==> src/rtl/mem_arb_pkg.sv <==
// Shared definitions for the IF/MEM unified-memory arbiter.
// State encodings stay plain 2-bit constants so existing encodings are unchanged.
package mem_arb_pkg;

  localparam logic [1:0] IDLE   = 2'd0;
  localparam logic [1:0] BUSY_I = 2'd1;
  localparam logic [1:0] BUSY_D = 2'd2;
  localparam logic [1:0] RESP   = 2'd3;

  localparam logic [31:0] ERR_DATA = 32'hFFFF_FFFF;

  function automatic logic is_busy(input logic [1:0] st);
    return (st == BUSY_I) || (st == BUSY_D);
  endfunction

endpackage

==> src/rtl/arb_sat_counter.sv <==
// Saturating up-counter with synchronous clear; sat flags count == LIMIT.
module arb_sat_counter #(
  parameter int unsigned WIDTH = 4,
  parameter int unsigned LIMIT = 15
) (
  input  logic clk,
  input  logic rst,
  input  logic inc,
  input  logic clr,
  output logic sat
);

  logic [WIDTH-1:0] cnt_q, cnt_d;

  assign sat = (cnt_q == WIDTH'(LIMIT));

  always_comb begin
    cnt_d = cnt_q;
    if (clr) begin
      cnt_d = '0;
    end else if (inc && !sat) begin
      cnt_d = cnt_q + WIDTH'(1);
    end
  end

  always_ff @(posedge clk) begin
    if (rst) begin
      cnt_q <= '0;
    end else begin
      cnt_q <= cnt_d;
    end
  end

endmodule

==> src/rtl/mem_port_arbiter.sv <==
// Arbitrates one single-ported memory between instruction fetch and load/store,
// data first with fetch starvation protection, and aborts unacknowledged accesses.
module mem_port_arbiter
  import mem_arb_pkg::*;
#(
  parameter int unsigned AW           = 32,
  parameter int unsigned DW           = 32,
  parameter int unsigned STARVE_LIMIT = 4,
  parameter int unsigned TIMEOUT      = 16
) (
  input  logic          clk,
  input  logic          rst,
  input  logic          if_req,
  input  logic [AW-1:0] if_addr,
  output logic [DW-1:0] if_rdata,
  output logic          if_ack,
  input  logic          dm_req,
  input  logic          dm_we,
  input  logic [AW-1:0] dm_addr,
  input  logic [DW-1:0] dm_wdata,
  output logic [DW-1:0] dm_rdata,
  output logic          dm_ack,
  output logic          mem_req,
  output logic          mem_we,
  output logic [AW-1:0] mem_addr,
  output logic [DW-1:0] mem_wdata,
  input  logic [DW-1:0] mem_rdata,
  input  logic          mem_ack,
  output logic          err
);

  localparam int unsigned SW = $clog2(STARVE_LIMIT + 1);
  localparam int unsigned TW = $clog2(TIMEOUT + 1);

  logic [1:0]    state_q, state_d;
  logic          mem_req_q, mem_req_d;
  logic          mem_we_q, mem_we_d;
  logic [AW-1:0] mem_addr_q, mem_addr_d;
  logic [DW-1:0] mem_wdata_q, mem_wdata_d;
  logic [DW-1:0] if_rdata_q, if_rdata_d;
  logic [DW-1:0] dm_rdata_q, dm_rdata_d;
  logic          if_ack_q, if_ack_d;
  logic          dm_ack_q, dm_ack_d;
  logic          err_q, err_d;

  logic starve_inc, starve_clr, starve_sat;
  logic tmo_inc, tmo_clr, tmo_sat;
  logic busy;

  assign busy    = is_busy(state_q);
  assign tmo_inc = busy && !mem_ack;
  assign tmo_clr = !busy;

  arb_sat_counter #(.WIDTH(SW), .LIMIT(STARVE_LIMIT)) u_starve (
    .clk (clk),
    .rst (rst),
    .inc (starve_inc),
    .clr (starve_clr),
    .sat (starve_sat)
  );

  // Timeout counter sits at 0 in the first BUSY cycle, so sat marks the last one.
  arb_sat_counter #(.WIDTH(TW), .LIMIT(TIMEOUT - 1)) u_timeout (
    .clk (clk),
    .rst (rst),
    .inc (tmo_inc),
    .clr (tmo_clr),
    .sat (tmo_sat)
  );

  always_comb begin
    state_d     = state_q;
    mem_req_d   = mem_req_q;
    mem_we_d    = mem_we_q;
    mem_addr_d  = mem_addr_q;
    mem_wdata_d = mem_wdata_q;
    if_rdata_d  = if_rdata_q;
    dm_rdata_d  = dm_rdata_q;
    if_ack_d    = 1'b0;
    dm_ack_d    = 1'b0;
    err_d       = 1'b0;
    starve_inc  = 1'b0;
    starve_clr  = 1'b0;

    case (state_q)
      IDLE: begin
        if (dm_req && (!if_req || !starve_sat)) begin
          state_d     = BUSY_D;
          mem_req_d   = 1'b1;
          mem_we_d    = dm_we;
          mem_addr_d  = dm_addr;
          mem_wdata_d = dm_wdata;
          starve_inc  = if_req;
          starve_clr  = !if_req;
        end else if (if_req) begin
          state_d     = BUSY_I;
          mem_req_d   = 1'b1;
          mem_we_d    = 1'b0;
          mem_addr_d  = if_addr;
          mem_wdata_d = '0;
          starve_clr  = 1'b1;
        end
      end
      BUSY_I, BUSY_D: begin
        if (mem_ack || tmo_sat) begin
          state_d   = RESP;
          mem_req_d = 1'b0;
          err_d     = !mem_ack;
          if (state_q == BUSY_I) begin
            if_ack_d   = 1'b1;
            if_rdata_d = mem_ack ? mem_rdata : DW'(ERR_DATA);
          end else begin
            dm_ack_d   = 1'b1;
            dm_rdata_d = !mem_ack ? DW'(ERR_DATA) : (mem_we_q ? '0 : mem_rdata);
          end
        end
      end
      default: begin
        state_d = IDLE;
      end
    endcase
  end

  always_ff @(posedge clk) begin
    if (rst) begin
      state_q     <= IDLE;
      mem_req_q   <= 1'b0;
      mem_we_q    <= 1'b0;
      mem_addr_q  <= '0;
      mem_wdata_q <= '0;
      if_rdata_q  <= '0;
      dm_rdata_q  <= '0;
      if_ack_q    <= 1'b0;
      dm_ack_q    <= 1'b0;
      err_q       <= 1'b0;
    end else begin
      state_q     <= state_d;
      mem_req_q   <= mem_req_d;
      mem_we_q    <= mem_we_d;
      mem_addr_q  <= mem_addr_d;
      mem_wdata_q <= mem_wdata_d;
      if_rdata_q  <= if_rdata_d;
      dm_rdata_q  <= dm_rdata_d;
      if_ack_q    <= if_ack_d;
      dm_ack_q    <= dm_ack_d;
      err_q       <= err_d;
    end
  end

  assign mem_req   = mem_req_q;
  assign mem_we    = mem_we_q;
  assign mem_addr  = mem_addr_q;
  assign mem_wdata = mem_wdata_q;
  assign if_rdata  = if_rdata_q;
  assign dm_rdata  = dm_rdata_q;
  assign if_ack    = if_ack_q;
  assign dm_ack    = dm_ack_q;
  assign err       = err_q;

endmodule

==> config.mk <==
export PLATFORM = sky130hd
export DESIGN_NAME = mem_port_arbiter
export DESIGN_NICKNAME = d
export VERILOG_FILES = /design/src/rtl/mem_arb_pkg.sv /design/src/rtl/arb_sat_counter.sv /design/src/rtl/mem_port_arbiter.sv
export SDC_FILE = /design/constraint.sdc
export NUM_CORES = 1
export LEC_CHECK = 0
export ABC_CLOCK_PERIOD_IN_PS = 3600
export CAP_MARGIN = 40
export CORE_ASPECT_RATIO = 1.75
export CORE_MARGIN = 2
export CORE_UTILIZATION = 40
export CTS_CLUSTER_DIAMETER = 100
export DETAILED_ROUTE_END_ITERATION = 16
export GPL_ROUTABILITY_DRIVEN = 1
export PLACE_DENSITY = 0.82
export RECOVER_POWER = 25
export SLEW_MARGIN = 20
export SYNTH_ARGS = -nofsm -noshare
export SYNTH_HDL_FRONTEND = slang
export SYNTH_SLANG_ARGS = --single-unit
==> constraint.sdc <==
create_clock -name clk -period 3.6 [get_ports clk]
set_clock_uncertainty 0.15 [all_clocks]
set_input_delay 0.54 -clock clk [delete_from_list [all_inputs] [get_ports clk]]
set_output_delay 0.54 -clock clk [all_outputs]
set_load 0.01 [all_outputs]
---- Word level (Yosys, flattened, before mapping) ----
Cells that the tools add are included.
cells by class
  reduce and logical (&&, ||, !) cells .... 23
  bitwise operators ....................... 4
  mux-type cells .......................... 24
  $add $sub $neg .......................... 2
  equal/unequal tests ..................... 6
operator list
  cell                 number
  $mux 32              7
  $mux 1               12
  $reduce_and 3->1     3
  $mux 2               3
  $reduce_or 2->1      3
  $add 5x1->5 const B  1
  $eq 5x4->1 const B   1
  $logic_and 1x1->1    4
  $logic_not 1->1      4
  $not 1->1            4
  $pmux 2 s2           1
  $reduce_and 2->1     2
  $reduce_bool 2->1    2
  $add 3x1->3 const B  1
  $eq 3x3->1 const B   1
  $logic_or 1x1->1     3
  $ne 3x3->1 const B   1
  $reduce_or 3->1      1
  $eq 2x1->1 const B   1
  $eq 2x2->1 const B   1
  $logic_not 2->1      1
  $ne 2x2->1 const B   1
  $pmux 1 s2           1
word-level totals
  flip-flop bits (word level) ............. 143
  logic and storage cells ................. 71
  output and inout port bits .............. 133
  input port bits ......................... 134

---- Longest topological paths before layout ----
Gate-level depths: netlist of the first run.
  depth in word-level cells ............... 7
  mapped depth ............................ 13
  gate-level depth less buffers ........... 9

---- Hierarchy ----
A second synthesis of the first run with hierarchy kept.
unflattened totals
  cell total of the unflattened synthesis .. 629
  area total of the unflattened synthesis .. 6053.3 um2
by module, submodules not included
  module                        times used  cells each  area each (um2)  seq. area each (um2)
  mem_port_arbiter              1           585         5624.1           2702.6
  arb_sat_counter at u_timeout  1           26          241.5            100.1
  arb_sat_counter at u_starve   1           18          187.7            60.1

---- Least setup slack after synthesis of the first run ----
No wires, ideal clock.
  path type ............................... input port to flip-flop
  from .................................... input if_req
  to ...................................... register mem_addr_q[10] (netlist: mem_addr[10])
  library setup time ...................... 86 ps
  slack ................................... 1268 ps
  arrival time ............................ 2097 ps
  data required time ...................... 3364 ps
  cell stages on the path ................. 11
  path buffers ............................ 4
  cell sequence ........................... nand3_1 > and2_1 > buf_2 > inv_2 > buf_4 > ha_1 > nand2b_1 > buf_2 > buf_1 > a21oi_1 > a211oi_1
on the way
  cells in the longest elaborated chain, start to end .. 5
  elaborated cells on any way between the ends .. 6
  classes of those cells .................. mux: 1; reduce/logical: 5
RTL lines
  element                             line                     RTL
  start, declared                     mem_port_arbiter.sv:13   input logic if_req,
  $logic_not 1->1                     mem_port_arbiter.sv:87   if (dm_req && (!if_req || !starve_sat)) begin
  $logic_or 1x1->1                    mem_port_arbiter.sv:87
  $logic_and 1x1->1                   mem_port_arbiter.sv:87
  $reduce_bool 2->1 (no source line)  -
  $reduce_and 2->1 (no source line)   -
  end signal, assigned                mem_port_arbiter.sv:140  mem_addr_q <= mem_addr_d;
  end, declared                       mem_port_arbiter.sv:38   logic [AW-1:0] mem_addr_q, mem_addr_d;
Parallel ways exist; a longest one is shown, timed or not.
A chain may end at the register's enable or synchronous reset.

---- Worst setup path in the final report of the first run ----
  from .................................... input if_req
  to ...................................... register u_starve.cnt_q[1]
on the way
  cells in the longest elaborated chain, start to end .. 6
  elaborated cells on any way between the ends .. 10
  classes of those cells .................. mux: 5; reduce/logical: 5
RTL lines
  element                                                                       line                                            RTL
  $logic_not 1->1                                                               mem_port_arbiter.sv:87, mem_port_arbiter.sv:94
  $logic_or 1x1->1                                                              mem_port_arbiter.sv:87
  $logic_and 1x1->1                                                             mem_port_arbiter.sv:87
  $mux 1                                                                        mem_port_arbiter.sv:87
  $mux 1                                                                        mem_port_arbiter.sv:85                          case (state_q)
  $reduce_or 2->1 (no source line) / $logic_and 1x1->1 (equally long branches)  -
  end signal, assigned                                                          arb_sat_counter.sv:30                           cnt_q <= cnt_d;
  end, declared                                                                 arb_sat_counter.sv:13                           logic [WIDTH-1:0] cnt_q, cnt_d;
Parallel ways exist; a longest one is shown, timed or not.

==> results of run 1 <==
==> tightest hold or removal path: stages (launching register included) <==
cell and delay, ps:
dfxtp_1 310, nand2_1 50, a21oi_1 50
==> through the flow <==
| step | setup WS (ps) | total power, µW | cell area, µm² | instances | util, % |
|---|---|---|---|---|---|
| after global routing | 940 | 6300 | 9080 | 1116 | 63.2 |
| after global placement | 737 | 4360 | 8540 | 1085 | 59.4 |
| after detailed placement | 687 | 4420 | 8540 | 1085 | 59.4 |
| final | 1080 | 5940 | 9080 | 1116 | 63.2 |
| after CTS | 1100 | 6060 | 9080 | 1116 | 63.2 |
| after floorplan | 1270 | 3350 | 5860 | 691 | - |
==> path summary, 6_finish.rpt <==
kind	start	to	slack [ps]	depth (start not counted)
worst max-delay path	if_req	u_starve.cnt_q[1]	1080	8
worst min register to register	mem_wdata[18]	mem_wdata[18]	300	2
worst min-delay path	mem_wdata[18]	mem_wdata[18]	300	2
worst max register to register	u_starve.cnt_q[0]	u_starve.cnt_q[1]	1130	9
==> power breakdown <==
group          total [µW]  internal (µW)  switching (µW)
Combinational        2180           1100            1080
Sequential           2120           1950             177
Clock                1630            951             681
==> cells by family after synthesis <==
family | count (synthesis)
buffers and inverters | 101
xor gates and xnor gates | 5
DFF | 143
muxes | 34
adders and majority gates | 9
and+or+nand+nor | 226
AOI/OAI and AO/OA | 173
==> flip-flops by register name, summed over array words and instances, names as in the netlist <==
register,count
dm_rdata,32
if_rdata,32
mem_addr,32
mem_wdata,32
u_timeout.cnt_q,5
u_starve.cnt_q,3
state_q,2
dm_ack,1
err,1
if_ack,1
mem_req,1
mem_we,1
==> Yosys cell counts (6+ instances only) <==
cell type	n
dfxtp_1	143
nor2_1	105
nand2_1	70
a21oi_1	69
inv_1	39
a211oi_1	34
mux2i_1	34
nand3_1	34
o21ai_0	34
a311oi_1	32
clkbuf_1	31
buf_2	14
ha_1	9
buf_6	8
buf_4	6
==> final cells by class <==
cell class | count | share of cell area [%]
Clock buffer | 19 | 4.77
Clock inverter | 12 | 1.27
Inverter | 40 | 1.65
Multi-Input combinational cell | 447 | 27.9
Sequential cell | 143 | 31.5
Tap cell | 180 | 2.48
Timing Repair Buffer | 275 | 30.4
==> metal layers <==
layer | vias up | global-route usage, % | share of wire, %
li1 | 2820 | - | -
met1 | 2662 | 23.1 | 37
met2 | 210 | 38.8 | 52
met3 | 44 | 4.86 | 6.3
met4 | 0 | 11.2 | 4.0
met5 | - | 0 | 0
==> cell usage in the layout (no fill, tap or decap), types with 3 or more instances in the layout <==
| cell | count |
|---|---|
| a311oi_1 | 32 |
| nand3_1 | 34 |
| clkinvlp_4 | 6 |
| inv_1 | 39 |
| dlygate4sd3_1 | 63 |
| clkdlybuf4s50_1 | 201 |
| o21ai_0 | 34 |
| buf_12 | 3 |
| mux2i_1 | 34 |
| ha_1 | 9 |
| dfxtp_1 | 143 |
| xor2_1 | 3 |
| buf_4 | 7 |
| a211oi_1 | 34 |
| nand2_1 | 70 |
| nor2_1 | 106 |
| clkbuf_16 | 17 |
| a21oi_1 | 69 |
==> qor.yml, run 1 <==
placement:
  gp_congestion: 0.811
  dp_hpwl_um: 11900
  io_buffers: 266
logic_synthesis:
  synthFlopType: "dfxtp_1"
  synth_area_leaders: "dfxtp_1, nor2_1, a21oi_1"
  async_flop_share_pct: 0
  yosysTopAreaCell: "dfxtp_1"
  synth_top_area_share_pct: 48.8
  yosys_warnings: 0
  yosys.area_share.simple_pct: 16.1
  synth_top_family_by_area: "compound AO/OA/AOI/OAI gates"
  syn_nets: 834
  synth_area_um2: 5860
  synth_compound_area_share_pct: 18.5
  syn-instance-count: 691
  muxShareOfSynthArea_pct: 5.80
  synth_xor_area_share_pct: 0.747
  ys_seq_area_share_pct: 48.8
  avgSynthCellArea_um2: 8.48
  yosys.area_share.adder_pct: 1.92
  synth_edf_count: 0
  ys_ff_latch: 143
  synth_cell_types: 32
route:
  wl_per_cell_um: 15.6
  drtPass1Iterations: 4
  wl_um: 17400
  drc: 0
  vias: 5736
  postRouteAntennaNets: 0
  drtIter0Drc: 244
  viasPerCell: 5.14
clock_network:
  cts_inserted_buffers: 17
  cts_buffer_depth: 2
  h-tree-depth: 4
  cts.sinks: 143
  root_buffer: "clkbuf_16"
  cts_tree: "yes"
  path_clk_slew_ps: 60
  postCtsResizedCells: 0
  hold_buffers: 0
  clock_latency_ps: 400
  post_cts_buffers: 0
min_path:
  hold_class: "flip-flop to flip-flop"
sta:
  fin_crit_ps: 2520
  tns_ps: 0
  holdWs_ps: 304
  rsz0062_at_grt: "false"
  slew_headroom_pct: 53.6
  report.final.slew_viol_count: 0
  report.final.hold_viol_count: 0
  period_share_pct: 70.0
  worstMarginPinSlew_ps: 696
  fmax_ghz: 0.397
  setup_viol_count_final: 0
floorplan:
  initial_core_util_pct: 40.8
  die_w_um: 95.5
  die_h_um: 164
  io_pins: 267
  rows: 58
  die-area_um2: 15700
  core-area_um2: 14400
layout:
  multiInputGateArea_um2: 2530
  drive_gt1_share_pct: 4.91
  fillers: 1236
  nNetsFinal: 1067
  regArea_um2: 2860
  area_delta_synth_final_pct: 54.9
  diodes: 0
critical_path:
  slowest_stage: "buf_4"
  endpoint_kind: "flip-flop"
  crit_fanout: 66
  path_buf_inv: 2
  path_cells: "clkdlybuf4s50_1 > nand3_1 > and2_2 > buf_4 > ha_1 > and3_1 > mux2i_1 > nor2_1"
  path_class: "primary input to flip-flop"
  critPathTopFamily: "buffers and inverters"
  crit_path_start_kind: "primary input"
  crit_path_max_incr_delay_ps: 550
  crit_required_ps: 3740
  worst_ep_arrival_time_ps: 2660
power:
  powerDensity_nw_per_um2: 654
  vdd_drop_max_v: 0.000399
  p_leak_uw: 0.00355
global_routing:
  antenna_found_initial: 0
  grt_pass1_wl_um: 26900
  grt_pass1_vias: 5500
  grt.total_usage_pct: 21.7
  grt-ovfl-total: 0
  grt_max_degree: 88
outcome:
  status: "completed"
flow_run:
  maxCapViolations: 0
Power figures use the tool's default switching activity.
==> run 2, diff against run 1 <==
--- a/config.mk
+++ b/config.mk
@@ -5,15 +5,15 @@
 export SDC_FILE = /design/constraint.sdc
 export NUM_CORES = 1
 export LEC_CHECK = 0
-export ABC_CLOCK_PERIOD_IN_PS = 3600
+export ABC_CLOCK_PERIOD_IN_PS = 2190
 export CAP_MARGIN = 40
 export CORE_ASPECT_RATIO = 1.75
 export CORE_MARGIN = 2
-export CORE_UTILIZATION = 40
+export CORE_UTILIZATION = 38
 export CTS_CLUSTER_DIAMETER = 100
 export DETAILED_ROUTE_END_ITERATION = 16
 export GPL_ROUTABILITY_DRIVEN = 1
-export PLACE_DENSITY = 0.82
+export PLACE_DENSITY = 0.81
 export RECOVER_POWER = 25
 export SLEW_MARGIN = 20
 export SYNTH_ARGS = -nofsm -noshare
==> constraint.sdc (replaced) <==
create_clock -name clk -period 2.19 [get_ports clk]
set_clock_uncertainty 0.15 [all_clocks]
set_input_delay 0.3285 -clock clk [delete_from_list [all_inputs] [get_ports clk]]
set_output_delay 0.3285 -clock clk [all_outputs]
set_load 0.01 [all_outputs]
==> run 2 against run 1 <==
Die area is 5.1% higher; sequential cell count stayed put; critical path depth rose by 4; final cell count is 2.7% higher; largest power group unchanged; highest routed layer unchanged; cell area rose by 5.0%; critical endpoint is now mem_addr[4]; sequential share of layout area is 1.5 points lower; non-clock buffer count rose by 21.
==> qor.yml, run 2 (same netlist as run 1, synthesis figures left out) <==
clock_network:
  cts_tree: "yes"
  clock_latency_ps: 400
  cts.sinks: 143
  cts_inserted_buffers: 17
  h-tree-depth: 4
  root_buffer: "clkbuf_16"
  cts_buffer_depth: 2
  hold_buffers: 0
  path_clk_slew_ps: 60
placement:
  io_buffers: 266
  dp_slack_ps: -119
  gp_congestion: 0.854
  dp_hpwl_um: 12100
floorplan:
  die_h_um: 168
  die_w_um: 97.9
  io_pins: 267
  core-area_um2: 15200
  initial_core_util_pct: 38.5
  die-area_um2: 16500
  rows: 60
sta:
  tns_ps: 0
  report.final.slew_viol_count: 0
  report.final.hold_viol_count: 0
  period_share_pct: 98.4
  setup_slack_ps: 35.6
  fin_crit_ps: 2150
  setup_viol_count_final: 0
  slew_headroom_pct: 61.3
  fmax_ghz: 0.464
  rsz0062_at_grt: "true"
  worstMarginPinSlew_ps: 580
  holdWs_ps: 51.1
critical_path:
  worst_ep_arrival_time_ps: 2320
  crit_required_ps: 2350
  r2r-start: "u_starve.cnt_q[0]"
  r2r_slack_ps: 40
  slowest_stage: "dfxtp_2"
  path_class: "flip-flop to flip-flop"
  crit_fanout: 7
  path_cells: "inv_1 > ha_2 > nand3_2 > and2_4 > inv_2 > ha_2 > buf_4 > nor2b_4 > buf_12 > clkbuf_16 > nor2_1 > a211oi_1"
  timing.rr.end: "mem_addr[4]"
  startpoint: "u_starve.cnt_q[0]"
  critPathMostFrequentCell: "ha_2"
  r2r_cells: 12
  endpoint_kind: "flip-flop"
  crit_path_start_kind: "flip-flop"
  cp-endpoint: "mem_addr[4]"
  crit_path_max_incr_delay_ps: 350
route:
  vias: 5814
  drtPass1Iterations: 4
  drtIter0Drc: 208
  postRouteAntennaNets: 0
  wl_per_cell_um: 16.5
  viasPerCell: 5.07
  drc: 0
  wl_um: 18900
layout:
  fillers: 1257
  regArea_um2: 2870
  diodes: 0
  mostFrequentLayoutCell: "clkdlybuf4s50_1"
  nNetsFinal: 1090
  area_delta_synth_final_pct: 62.6
  final_core_util_pct: 62.6
  drive_gt1_share_pct: 8.33
  multiInputGateArea_um2: 2590
  mostFrequentLayoutCells: "clkdlybuf4s50_1, dfxtp_1, nor2_1, nand2_1, a21oi_1"
flow_run:
  maxCapViolations: 0
global_routing:
  busiest_layer: "met2"
  grt_pass1_wl_um: 28400
  grt_use_met1_pct: 22.4
  grt_use_met3_pct: 5.15
  antenna_found_initial: 0
  grtUsageMet2_pct: 39.5
  grt_pass1_vias: 5655
  grt.total_usage_pct: 21.0
  grt-ovfl-total: 0
  grt_max_degree: 66
power:
  comb_power_share_pct: 38.7
  internal_power_uw: 7210
  clkPwrFrac_pct: 28.6
  p_leak_uw: 0.00376
  powerDensity_nw_per_um2: 1120
  power_switching_share_pct: 32.4
  p_switching_uw: 3450
  seq_power_share_pct: 32.8
  vdd_drop_max_v: 0.000566
outcome:
  status: "completed"
min_path:
  hold_class: "primary input to flip-flop"
==> run 2: cell types whose count changed in the layout (fill, tap and decap cells not counted), moves of 2 or more <==
| cell | previous run | this run |
|---|---|---|
| dfxtp_2 | 0 | 2 |
| a211oi_2 | 0 | 3 |
| ha_1 | 9 | 7 |
| a211oi_1 | 34 | 31 |
| ha_2 | 0 | 2 |
| buf_4 | 7 | 14 |
| clkbuf_16 | 17 | 21 |
| inv_8 | 0 | 2 |
| buf_6 | 0 | 3 |
| clkinvlp_4 | 6 | 3 |
| buf_12 | 3 | 9 |
| dfxtp_1 | 143 | 141 |
| bufinv_16 | 1 | 3 |
==> run 2: cell type report <==
type	count	area share, %
clock buffer	19	4.65
tap	186	2.44
timing repair buffer	296	32.2
multi-input combinational	449	27.2
inverter	40	1.58
clock inverter	13	1.88
sequential	143	30.1
==> run 2: what timing repair did <==
action	CTS	global route
cloned	1	7
endpoints found under the setup margin	31	71
pin swaps	1	11
setup buffers	0	2
gates resized for setup	0	12
==> run 2: worst min-delay path by stage <==
stage / start / to / cells past startpoint / slack, ps
6_report: rst / if_rdata[16] / 2 / 50
5_1_grt: rst / if_rdata[19] / 2 / 60
4_1_cts: rst / if_rdata[16] / 2 / 40
3_5_place_dp: mem_wdata[19] / mem_wdata[19] / 2 / 300
2_1_floorplan: u_timeout.cnt_q[1] / u_timeout.cnt_q[1] / 2 / 300
3_3_place_gp: mem_wdata[22] / mem_wdata[22] / 2 / 290
==> run 2: metrics by stage <==
step                      std cells  instance area (µm²)  total power [µW]
final                          1146                 9530             10700
after global routing           1146                 9530             11200
after CTS                      1137                 9330             10500
after detailed placement       1104                 8700              7400
after global placement         1104                 8700              7340
after floorplan                 691                 5880              5550
==> run 2: power by group through the flow <==
stage                     combinational, µW  clock [µW]  sequential (µW)
final                                  4120        3040             3490
after global routing                   4450        3220             3560
after CTS                              3890        3120             3500
after detailed placement               3850           0             3550
after global placement                 3800           0             3540
after floorplan                        1740           0             3810
==> run 2: worst max-delay path: cells and delay by family (launching register included) <==
family,cells,cell delay (ps)
buf+inv,5,520
simple gates,4,490
flops,1,350
fa+ha+maj,2,340
compound gates,1,210
==> run 2: layer usage <==
metal  vias to the layer above  routed length, µm
met3                        32               1120
met4                         0                490
met5                         -                  0
met1                      2703               7010
met2                       207              10300
li1                       2872                  -
